`config.mk`:
```
export PLATFORM = sky130hd
export DESIGN_NAME = alu_instr_encoder_flat
export DESIGN_NICKNAME = d
export VERILOG_FILES = /design/src/rtl/alu_enc_pkg.sv /design/src/rtl/alu_instr_encoder_if.sv /design/src/rtl/alu_enc_fifo.sv /design/src/rtl/alu_instr_encoder.sv /design/src/flat_wrapper.sv
export SDC_FILE = /design/constraint.sdc
export NUM_CORES = 1
export LEC_CHECK = 0
export ABC_AREA = 1
export BUFFER_PORTS_ARGS = -buffer_cell sky130_fd_sc_hd__buf_2
export CAP_MARGIN = 30
export CORE_AREA = 5 5 85 102
export DETAILED_ROUTE_END_ITERATION = 8
export DIE_AREA = 0 0 90 107
export HOLD_SLACK_MARGIN = 0.02
export PLACE_DENSITY = 0.75
export SLEW_MARGIN = 25
export SYNTH_ARGS = -nofsm -noshare
export SYNTH_HDL_FRONTEND = slang
export SYNTH_HIERARCHICAL = 1
export SYNTH_SLANG_ARGS = --single-unit
export TNS_END_PERCENT = 5
```
`constraint.sdc`:
```
create_clock -name clk -period 3.4 [get_ports clk]
set_input_delay 0.34 -clock clk [delete_from_list [all_inputs] [get_ports clk]]
set_output_delay 0.34 -clock clk [all_outputs]
set_load 0.005 [all_outputs]
```
`src/rtl/alu_enc_pkg.sv`:
```
// alu_enc_pkg: ALU op codes, RV32I opcode/funct7 constants and the request-to-word encode function.
package alu_enc_pkg;
    localparam int INSTR_W = 32;
    localparam int OP_W    = 4;
    localparam logic [OP_W-1:0] ALU_AND  = 4'b0001;
    localparam logic [OP_W-1:0] ALU_ADD  = 4'b0010;
    localparam logic [OP_W-1:0] ALU_OR   = 4'b0011;
    localparam logic [OP_W-1:0] ALU_SLL  = 4'b0100;
    localparam logic [OP_W-1:0] ALU_SRL  = 4'b0101;
    localparam logic [OP_W-1:0] ALU_SUB  = 4'b0110;
    localparam logic [OP_W-1:0] ALU_XOR  = 4'b0111;
    localparam logic [OP_W-1:0] ALU_SLT  = 4'b1000;
    localparam logic [OP_W-1:0] ALU_SLTU = 4'b1001;
    localparam logic [OP_W-1:0] ALU_SRA  = 4'b1101;
    localparam logic [6:0] OPC_RTYPE   = 7'b0110011;
    localparam logic [6:0] OPC_ITYPE   = 7'b0010011;
    localparam logic [6:0] FUNCT7_BASE = 7'b0000000;
    localparam logic [6:0] FUNCT7_ALT  = 7'b0100000;

    // Returns {legal, word}; shift immediates carry funct7 in imm[11:5].
    function automatic logic [INSTR_W:0] alu_encode(input logic [OP_W-1:0] op, input logic use_imm,
                                                    input logic [4:0] rd, input logic [4:0] rs1,
                                                    input logic [4:0] rs2, input logic [11:0] imm);
        logic [2:0] f3;
        logic [6:0] f7;
        logic legal, shift;
        logic [11:0] imm_f;
        f3 = 3'b000;
        f7 = FUNCT7_BASE;
        legal = 1'b1;
        case (op)
            ALU_ADD:  f3 = 3'b000;
            ALU_SUB:  begin f3 = 3'b000; f7 = FUNCT7_ALT; end
            ALU_SLL:  f3 = 3'b001;
            ALU_SLT:  f3 = 3'b010;
            ALU_SLTU: f3 = 3'b011;
            ALU_XOR:  f3 = 3'b100;
            ALU_SRL:  f3 = 3'b101;
            ALU_SRA:  begin f3 = 3'b101; f7 = FUNCT7_ALT; end
            ALU_OR:   f3 = 3'b110;
            ALU_AND:  f3 = 3'b111;
            default:  legal = 1'b0;
        endcase
        shift = (op == ALU_SLL) || (op == ALU_SRL) || (op == ALU_SRA);
        if (use_imm && shift && imm[11:5] != 7'd0) legal = 1'b0;
        if (use_imm && op == ALU_SUB) legal = 1'b0;
        imm_f = shift ? {f7, imm[4:0]} : imm;
        return {legal, use_imm ? {imm_f, rs1, f3, rd, OPC_ITYPE} : {f7, rs2, rs1, f3, rd, OPC_RTYPE}};
    endfunction
endpackage

```
`src/rtl/alu_instr_encoder_if.sv`:
```
// alu_instr_encoder_if: request, instruction-out and error signals of the ALU instruction encoder.
interface alu_instr_encoder_if
    import alu_enc_pkg::*;
#(
    parameter int INSTR_WIDTH      = INSTR_W,
    parameter int ALUCONTROL_WIDTH = OP_W,
    parameter int ERRCNT_WIDTH     = 8
);
    logic                        req_valid;
    logic                        req_ready;
    logic [ALUCONTROL_WIDTH-1:0] req_op;
    logic                        req_use_imm;
    logic [4:0]                  req_rd;
    logic [4:0]                  req_rs1;
    logic [4:0]                  req_rs2;
    logic [11:0]                 req_imm;
    logic                        instr_valid;
    logic                        instr_ready;
    logic [INSTR_WIDTH-1:0]      instr;
    logic                        err_pulse;
    logic [ERRCNT_WIDTH-1:0]     err_count;

    modport slave (
        input  req_valid, req_op, req_use_imm, req_rd, req_rs1, req_rs2, req_imm, instr_ready,
        output req_ready, instr_valid, instr, err_pulse, err_count
    );
    modport master (
        output req_valid, req_op, req_use_imm, req_rd, req_rs1, req_rs2, req_imm, instr_ready,
        input  req_ready, instr_valid, instr, err_pulse, err_count
    );
endinterface

```
`src/rtl/alu_enc_fifo.sv`:
```
// alu_enc_fifo: DEPTH x WIDTH synchronous FIFO with occupancy counter and registered full flag.
module alu_enc_fifo #(
    parameter int DEPTH = 2,
    parameter int WIDTH = 32
) (
    input  logic             clk,
    input  logic             reset_n,
    input  logic             push_i,
    input  logic [WIDTH-1:0] wdata_i,
    input  logic             pop_i,
    output logic [WIDTH-1:0] rdata_o,
    output logic             empty_o,
    output logic             full_o
);
    localparam int AW = $clog2(DEPTH);
    localparam int CW = $clog2(DEPTH + 1);
    logic [WIDTH-1:0] mem_q [DEPTH];
    logic [AW-1:0] wr_q, rd_q;
    logic [CW-1:0] cnt_q, cnt_d;
    logic full_q, do_push, do_pop;

    always_comb begin
        do_push = push_i && !full_q;
        do_pop  = pop_i && cnt_q != '0;
        cnt_d   = cnt_q + CW'(do_push) - CW'(do_pop);
    end

    always_ff @(posedge clk or negedge reset_n)
        if (!reset_n) begin
            for (int i = 0; i < DEPTH; i++) mem_q[i] <= '0;
            wr_q   <= '0;
            rd_q   <= '0;
            cnt_q  <= '0;
            full_q <= 1'b0;
        end else begin
            if (do_push) mem_q[wr_q] <= wdata_i;
            wr_q   <= wr_q + AW'(do_push);
            rd_q   <= rd_q + AW'(do_pop);
            cnt_q  <= cnt_d;
            full_q <= cnt_d == CW'(DEPTH);
        end

    assign rdata_o = mem_q[rd_q];
    assign empty_o = cnt_q == '0;
    assign full_o  = full_q;
endmodule

```
`src/rtl/alu_instr_encoder.sv`:
```
// alu_instr_encoder: ALU request -> RV32I R/I-type word, 2-entry output FIFO, saturating drop counter.
// ALU_ENC_BYPASS_EN: an empty FIFO with a ready consumer passes legal words through the same cycle.
module alu_instr_encoder
    import alu_enc_pkg::*;
#(
    parameter int INSTR_WIDTH  = INSTR_W,
    parameter int FIFO_DEPTH   = 2,
    parameter int ERRCNT_WIDTH = 8
) (
    input  logic clk,
    input  logic reset_n,
    alu_instr_encoder_if.slave bus
);
    logic [INSTR_W:0] enc;
    logic [INSTR_WIDTH-1:0] fifo_word;
    logic fifo_empty, fifo_full, accept, legal, drop, bypass, push, pop;
    logic err_pulse_q;
    logic [ERRCNT_WIDTH-1:0] err_count_q, err_count_d;

    always_comb begin
        enc    = alu_encode(bus.req_op, bus.req_use_imm, bus.req_rd, bus.req_rs1, bus.req_rs2, bus.req_imm);
        legal  = enc[INSTR_W];
        accept = bus.req_valid && !fifo_full;
        drop   = accept && !legal;
`ifdef ALU_ENC_BYPASS_EN
        bypass = fifo_empty && accept && legal && bus.instr_ready;
`else
        bypass = 1'b0;
`endif
        push   = accept && legal && !bypass;
        pop    = !fifo_empty && bus.instr_ready;
        err_count_d = (drop && !(&err_count_q)) ? err_count_q + 1'b1 : err_count_q;
    end

    alu_enc_fifo #(.DEPTH(FIFO_DEPTH), .WIDTH(INSTR_WIDTH)) u_fifo (
        .clk     (clk),
        .reset_n (reset_n),
        .push_i  (push),
        .wdata_i (enc[INSTR_WIDTH-1:0]),
        .pop_i   (pop),
        .rdata_o (fifo_word),
        .empty_o (fifo_empty),
        .full_o  (fifo_full)
    );

    always_ff @(posedge clk or negedge reset_n)
        if (!reset_n) begin
            err_pulse_q <= 1'b0;
            err_count_q <= '0;
        end else begin
            err_pulse_q <= drop;
            err_count_q <= err_count_d;
        end

    assign bus.req_ready   = !fifo_full;
    assign bus.instr_valid = !fifo_empty || bypass;
    assign bus.instr       = bypass ? enc[INSTR_WIDTH-1:0] : fifo_word;
    assign bus.err_pulse   = err_pulse_q;
    assign bus.err_count   = err_count_q;
endmodule

```
`src/flat_wrapper.sv`:
```
// flat-port wrapper written by rule: the top's interface ports become plain ports
module alu_instr_encoder_flat import alu_enc_pkg::*;
#(
    parameter int INSTR_WIDTH  = INSTR_W,
    parameter int FIFO_DEPTH   = 2,
    parameter int ERRCNT_WIDTH = 8
)
  (clk, reset_n, bus_req_valid, bus_req_op, bus_req_use_imm, bus_req_rd, bus_req_rs1, bus_req_rs2, bus_req_imm, bus_instr_ready, bus_req_ready, bus_instr_valid, bus_instr, bus_err_pulse, bus_err_count);
  alu_instr_encoder_if #(.INSTR_WIDTH(INSTR_WIDTH), .ERRCNT_WIDTH(ERRCNT_WIDTH)) bus_i ();
  input  logic clk;
  input  logic reset_n;
  input wire logic [$bits(bus_i.req_valid)-1:0] bus_req_valid;
  input wire logic [$bits(bus_i.req_op)-1:0] bus_req_op;
  input wire logic [$bits(bus_i.req_use_imm)-1:0] bus_req_use_imm;
  input wire logic [$bits(bus_i.req_rd)-1:0] bus_req_rd;
  input wire logic [$bits(bus_i.req_rs1)-1:0] bus_req_rs1;
  input wire logic [$bits(bus_i.req_rs2)-1:0] bus_req_rs2;
  input wire logic [$bits(bus_i.req_imm)-1:0] bus_req_imm;
  input wire logic [$bits(bus_i.instr_ready)-1:0] bus_instr_ready;
  output wire logic [$bits(bus_i.req_ready)-1:0] bus_req_ready;
  output wire logic [$bits(bus_i.instr_valid)-1:0] bus_instr_valid;
  output wire logic [$bits(bus_i.instr)-1:0] bus_instr;
  output wire logic [$bits(bus_i.err_pulse)-1:0] bus_err_pulse;
  output wire logic [$bits(bus_i.err_count)-1:0] bus_err_count;
  assign bus_i.req_valid = bus_req_valid;
  assign bus_i.req_op = bus_req_op;
  assign bus_i.req_use_imm = bus_req_use_imm;
  assign bus_i.req_rd = bus_req_rd;
  assign bus_i.req_rs1 = bus_req_rs1;
  assign bus_i.req_rs2 = bus_req_rs2;
  assign bus_i.req_imm = bus_req_imm;
  assign bus_i.instr_ready = bus_instr_ready;
  assign bus_req_ready = bus_i.req_ready;
  assign bus_instr_valid = bus_i.instr_valid;
  assign bus_instr = bus_i.instr;
  assign bus_err_pulse = bus_i.err_pulse;
  assign bus_err_count = bus_i.err_count;
  alu_instr_encoder #(.INSTR_WIDTH(INSTR_WIDTH), .FIFO_DEPTH(FIFO_DEPTH), .ERRCNT_WIDTH(ERRCNT_WIDTH)) u_core (.clk(clk), .reset_n(reset_n), .bus(bus_i));
endmodule
```
==> results.py, run 1 <==
metrics = {
    "die": {
        "core_um2": 7580,
        "die_x_um": 90,
        "start_util_pct": 53.1,
        "num_rows": 35,
        "io_pins": 79,
        "die_h_um": 107,
        "die_area_um2": 9630,
    },
    "timing": {
        "holdWs_ns": 0.0107,
        "max_freq_mhz": 445,
        "max_slew_margin_pct": 53.0,
        "hold_viol": 0,
        "period_needed_ns": 2.25,
        "finalSetupTns_ns": 0,
        "fin_crit_sh_pct": 66.1,
        "setup_violations": 0,
        "maxSlewViolCount": 0,
        "tightest_slew_ns": 0.704,
        "fin_skew_ns": 0.00892,
        "rsz0062_at_grt": "no",
    },
    "clock_tree": {
        "postCtsHoldBufs": 0,
        "cts.sinks": 78,
        "cts_max_level": 3,
        "clkSlewWorstSetupHoldPaths_ns": 0.08,
        "cts_tree": "yes",
        "cts_resized": 0,
        "post_cts_buffers": 0,
        "cts_made_buffers": 9,
        "max-clock-path-buffers": 2,
        "clkLatencyLatePin_ns": 0.33,
        "root_buffer": "clkbuf_8",
    },
    "critical_path": {
        "end_kind": "register",
        "slowest_stage": "buf_4",
        "cp_data_required_time_ns": 3.60,
        "crit_top_cell": "nand2_1",
        "crit_fanout": 64,
        "path_cells": "buf_2, inv_1, nand2_1, nand2_1, nor2_1, nor2_2, nand2_2, nor3_2, nand2_4, inv_8, ha_2, buf_4, o21ai_0",
        "cp.arrival_ns": 2.44,
        "cp_top_family": "buffers and inverters",
        "path_class": "in -> reg",
        "critPathMaxStageDelay_ns": 0.45,
        "setup.worst_path.start_class": "input port",
        "path_buf_inv": 4,
    },
    "yosys": {
        "synth.most_common_cell": "nand2_1",
        "synth_edf_count": 0,
        "synth_top_area_share_pct": 48.5,
        "yosys-top-cells-count": "nand2_1 (173), dfrtp_1 (78), o21ai_0 (65)",
        "synth-seq-cells": 78,
        "synthCells": 517,
        "ys_seq_area_share_pct": 48.5,
        "ys_types": 29,
        "synth_flop_cell": "dfrtp_1",
        "yosys.area.top_type": "dfrtp_1",
        "postSynth.asyncResetShare_pct": 100,
        "syn-cell-area_um2": 4020,
        "synthTopCellsByArea": "dfrtp_1 (49%), nand2_1 (16%), o21ai_0 (8.1%)",
        "synth_warnings": 6,
        "syn-mean-instance-area_um2": 7.78,
    },
    "grt": {
        "grtUsageMet2_pct": 32.2,
        "grt_overflow": 0,
        "grt_use_met3_pct": 4.35,
        "grtUsageMet1_pct": 24.2,
        "antenna_found_initial": 0,
        "grt.busiest_layer": "met2",
        "grt_pass1_vias": 3386,
        "grt_start_max_net_pins": 79,
        "grt_pass1_wl_mm": 15.2,
        "track_usage_pct": 19.0,
    },
    "layout": {
        "nets": 631,
        "fillers": 725,
        "antenna_cells": 0,
        "syn_to_final_growth_pct": 13.7,
        "drive_gt1_share_pct": 19.8,
        "layoutNonFillerInstCount": 689,
    },
    "power": {
        "power_density_nw_per_um2": 785,
        "clockPowerShare_pct": 18.9,
        "seqPwrFrac_pct": 44.8,
        "internal_power_uw": 2210,
        "leakage_uw": 0.00248,
        "peakVddDrop_mv": 0.376,
        "p_comb_share_pct": 36.3,
        "p_sw_share_pct": 38.4,
        "p_sw_uw": 1380,
    },
    "detailed_routing": {
        "totalWireLength_mm": 8.55,
        "vias": 3404,
        "wl_per_cell_um": 12.4,
        "first_iter_violations": 198,
        "firstDrtPassIters": 4,
        "vias_per_cell": 4.94,
        "drc": 0,
        "drtAntennaViolNets": 0,
    },
    "placement": {
        "place_hpwl_mm": 5.85,
        "placed_cells": 673,
        "io_buffers": 78,
        "routabilityCongestion": 0.879,
    },
    "outcome": {
        "outcome": "completed",
    },
    "hold_path": {
        "hold_path.class": "in -> async",
    },
    "job": {
        "maxCapViolCount": 0,
    },
}
==> worst paths after layout <==
path,start,end,slack [ns],cells after the start
setup / recovery,bus_req_op[3],u_core/u_fifo/mem_q[40],1.15,13
hold / removal,reset_n,u_core/u_fifo/mem_q[35],0.01,1
setup reg to reg,u_core/u_fifo/full_o,u_core/u_fifo/mem_q[40],1.39,6
hold reg to reg,u_core/u_fifo/mem_q[24],u_core/u_fifo/mem_q[24],0.47,2
max in group asynchronous,reset_n,u_core/u_fifo/rd_q,2.82,1
min in group clk,bus_req_rd[4],u_core/u_fifo/mem_q[43],0.23,3
==> logic make-up after synthesis <==
kind of cell    synth area share (%)
xor+xnor                       0.436
other cells                    0.187
fa+ha+maj                      0.934
compound gates                  8.71
simple gates                    29.5
flops                           48.5
buf+inv                         11.7
==> registers in the layout, summed over array words and instances, names as in the netlist <==
| signal | cells |
|---|---|
| u_core/u_fifo/mem_q | 64 |
| u_core/bus.err_count | 8 |
| u_core/u_fifo/cnt_q | 2 |
| u_core/u_fifo/full_o | 1 |
| u_core/u_fifo/rd_q | 1 |
| u_core/u_fifo/wr_q | 1 |
| u_core/bus.err_pulse | 1 |
==> cell usage in the layout, fill, tap and decap left out, types with 2 or more instances in the layout <==
master	synthesis	routed
nor2_2	2	2
dfrtp_1	78	77
buf_2	6	77
nor3_1	2	2
a21oi_1	2	2
nor2_1	24	24
ha_1	3	2
conb_1	2	12
buf_4	9	3
xor2_1	2	2
nand3b_1	3	3
clkbuf_8	0	10
nand4_1	8	8
inv_1	62	62
nand3_2	2	2
clkbuf_1	1	3
nand2_1	173	173
nand3_1	42	42
nand2_2	13	13
o21ai_0	65	65
==> per-stage QoR <==
step / cell area [µm²] / utilization [%] / power, µW / setup WS [ns]
after floorplan: 4060 / - / 2510 / 1.38
after global placement: 4370 / 57.7 / 2890 / 0.897
after detailed placement: 4370 / 57.7 / 2950 / 0.814
after CTS: 4560 / 60.2 / 3640 / 1.19
after global routing: 4570 / 60.3 / 3950 / 0.919
final: 4570 / 60.3 / 3590 / 1.15
==> cell type report <==
class / count / area, µm² / share of cell area, %
Sequential cell: 78 / 1960 / 42.8
Multi-Input combinational cell: 358 / 1640 / 35.9
Timing Repair Buffer: 81 / 419 / 9.17
Inverter: 64 / 248 / 5.42
Clock buffer: 13 / 149 / 3.26
Tap cell: 92 / 115 / 2.52
Clock inverter: 3 / 43.8 / 0.958
==> per-layer routing <==
| metal | part of all wire [%] | routed length, µm |
|---|---|---|
| met1 | 45 | 3870 |
| met5 | 0 | 0 |
| met3 | 5.5 | 472 |
| met2 | 48 | 4110 |
| met4 | 0.99 | 85 |
==> power by group through the flow <==
stage / Sequential, µW / Combinational, µW / Clock (µW)
after floorplan: 1490 / 1020 / 0
after global placement: 1610 / 1280 / 0
after detailed placement: 1630 / 1330 / 0
after CTS: 1610 / 1330 / 699
after global routing: 1680 / 1530 / 738
final: 1610 / 1300 / 678
Power figures use the tool's default switching activity.
==> run 2, diff against run 1 <==
--- a/config.mk
+++ b/config.mk
@@ -8,11 +8,11 @@
 export ABC_AREA = 1
 export BUFFER_PORTS_ARGS = -buffer_cell sky130_fd_sc_hd__buf_2
 export CAP_MARGIN = 30
-export CORE_AREA = 5 5 85 102
+export CORE_AREA = 5 5 88 107
 export DETAILED_ROUTE_END_ITERATION = 8
-export DIE_AREA = 0 0 90 107
+export DIE_AREA = 0 0 93 112
 export HOLD_SLACK_MARGIN = 0.02
-export PLACE_DENSITY = 0.75
+export PLACE_DENSITY = 0.72
 export SLEW_MARGIN = 25
 export SYNTH_ARGS = -nofsm -noshare
 export SYNTH_HDL_FRONTEND = slang
==> constraint.sdc (replaced) <==
create_clock -name clk -period 1.9 [get_ports clk]
set_input_delay 0.19 -clock clk [delete_from_list [all_inputs] [get_ports clk]]
set_output_delay 0.19 -clock clk [all_outputs]
set_load 0.005 [all_outputs]
==> run 2 against run 1 <==
  * Via count is 3.9% higher
  * Non-clock buffer count is 13 higher
  * Sequential share of layout area is 1.7 points lower
  * Routed wire length is 5.8% higher
  * Total power is 90% higher
  * Clock-buffer cell count is 4 lower
  * Largest cell class unchanged
  * Clock power is 100% higher
  * Design area is 3.9% higher
  * Flip-flop and latch count stayed put
  * Core utilization is 3.3 points lower
  * Clock skew hardly changed
  * Register-to-register slack worse by 1.2 ns
==> results.py, run 2 (synthesis results as in run 1) <==
metrics = {
    "critical_path": {
        "cp_data_required_time_ns": 1.71,
        "cp-startpoint": "u_core/u_fifo/rd_q",
        "slowest_stage": "dfrtp_2",
        "crit_fanout": 25,
        "path_cells": "buf_12, o21ai_0, buf_2",
        "path_buf_inv": 2,
        "critPathMaxStageDelay_ns": 0.55,
        "end_kind": "output pin",
        "path_class": "reg -> out",
        "r2r_start": "u_core/u_fifo/full_o",
        "cp.arrival_ns": 1.55,
        "cp_top_family": "flip-flops",
        "setup.worst_path.start_class": "register",
    },
    "timing": {
        "hold_viol": 0,
        "setup_violations": 0,
        "fin_skew_ns": 0.00898,
        "tightest_slew_ns": 0.545,
        "max_slew_margin_pct": 63.7,
        "rsz0062_at_grt": "no",
        "max_freq_mhz": 573,
        "holdWs_ns": 0.0586,
        "period_needed_ns": 1.74,
        "fin_crit_sh_pct": 91.8,
        "maxSlewViolCount": 0,
        "fin_ws_ns": 0.155,
    },
    "die": {
        "die_area_um2": 10400,
        "core_um2": 8330,
        "num_rows": 37,
        "io_pins": 79,
        "die_x_um": 93,
        "die_h_um": 112,
        "start_util_pct": 48.3,
    },
    "detailed_routing": {
        "wl_per_cell_um": 12.8,
        "vias_per_cell": 5.00,
        "drc": 0,
        "firstDrtPassIters": 4,
        "totalWireLength_mm": 9.04,
        "vias": 3537,
        "drtAntennaViolNets": 0,
        "first_iter_violations": 184,
    },
    "clock_tree": {
        "root_buffer": "clkbuf_8",
        "clkSlewWorstSetupHoldPaths_ns": 0.08,
        "cts_tree": "yes",
        "max-clock-path-buffers": 2,
        "cts.sinks": 78,
        "cts_made_buffers": 9,
        "cts_max_level": 3,
        "cts_resized": 0,
        "clkLatencyLatePin_ns": 0.36,
    },
    "placement": {
        "routabilityCongestion": 0.825,
        "place_hpwl_mm": 6.42,
        "pre_cts_slack_ns": -0.108,
        "io_buffers": 78,
        "placed_cell_area_um2": 4520,
    },
    "power": {
        "peakVddDrop_mv": 0.637,
        "seqPwrFrac_pct": 40.6,
        "p_sw_uw": 2600,
        "p_comb_share_pct": 39.3,
        "power_uw": 6810,
        "clockPowerShare_pct": 20.0,
        "power_density_nw_per_um2": 1430,
        "leakage_uw": 0.00256,
        "internal_power_uw": 4210,
        "p_sw_share_pct": 38.2,
    },
    "job": {
        "maxCapViolCount": 0,
    },
    "layout": {
        "largest_reg_flops": 64,
        "design_area_um2": 4750,
        "drive_gt1_share_pct": 21.8,
        "nets": 644,
        "fillers": 777,
        "antenna_cells": 0,
        "syn_to_final_growth_pct": 18.1,
        "multi_input_area_um2": 1640,
        "top_register": "u_core/u_fifo/mem_q",
        "layout_common_cells": "nand2_1 (173), buf_2 (77), dfrtp_1 (77)",
        "final_common_cell": "nand2_1",
        "regArea_um2": 1950,
    },
    "grt": {
        "grt_pass1_vias": 3343,
        "grt_start_max_net_pins": 49,
        "track_usage_pct": 18.4,
        "grt_pass1_wl_mm": 15.3,
        "antenna_found_initial": 0,
        "grt_overflow": 0,
    },
    "hold_path": {
        "worstHoldStart": "bus_req_rd[1]",
        "hold_path.class": "in -> reg",
    },
    "outcome": {
        "outcome": "completed",
    },
}
run 2: cell type report:
type                       instances  share of cell area, %
clock buffer                       9                   2.61
multi-input combinational        358                   34.5
sequential                        78                   41.1
inverter                          64                   5.21
timing repair buffer              94                   11.9
clock inverter                     7                   2.08
tap                               97                   2.55
run 2: repair_timing:
action / in CTS / in global routing
hold endpoints to repair: 39 / 0
buffers inserted: 0 / 0
hold buffers: 1 / 0
endpoints found under the setup margin: 0 / 0
run 2: path summary, 6_finish.rpt:
path	slack (ns)	cells past startpoint	end
min in group asynchronous	0.37	2	u_core/u_fifo/mem_q[32]
worst max register to register	0.19	10	u_core/u_fifo/full_o
max in group asynchronous	0.84	3	u_core/u_fifo/mem_q[41]
worst min-delay path	0.06	3	u_core/u_fifo/mem_q[40]
worst max-delay path	0.16	3	bus_instr[5]
worst min register to register	0.47	2	u_core/u_fifo/mem_q[12]
run 2: worst register-to-register path, stage by stage (launching register included):
cell and delay, ns:
dfrtp_1 0.44, nor3_2 0.27, nand2_4 0.11, nand3_1 0.13, nand2_1 0.07, ha_1 0.20, inv_1 0.07, nand2_1 0.05
nand2_1 0.07, nand3_1 0.10, a21oi_1 0.14
run 2: per-stage QoR:
step,instances,setup TNS [ns],utilization (%)
after floorplan,527,0,-
after global placement,690,0,54.2
after detailed placement,690,-0.175,54.2
after CTS,707,0,57.0
after global routing,707,0,57.0
final,707,0,57.0
run 2: metal layers:
layer	wire, µm	global-route usage (%)	vias to the layer above
li1	-	-	1778
met1	4020	23.8	1644
met2	4390	30.2	106
met3	517	3.24	9
met4	119	7.92	0
met5	0	0	-
run 2: power groups by stage:
stage	Sequential, µW	Clock (µW)	Combinational [µW]
floorplan	2660	0	1830
global placement	2770	0	2630
detailed placement	2800	0	2720
CTS	2770	1410	2730
global route	2860	1470	3060
finish	2770	1360	2680
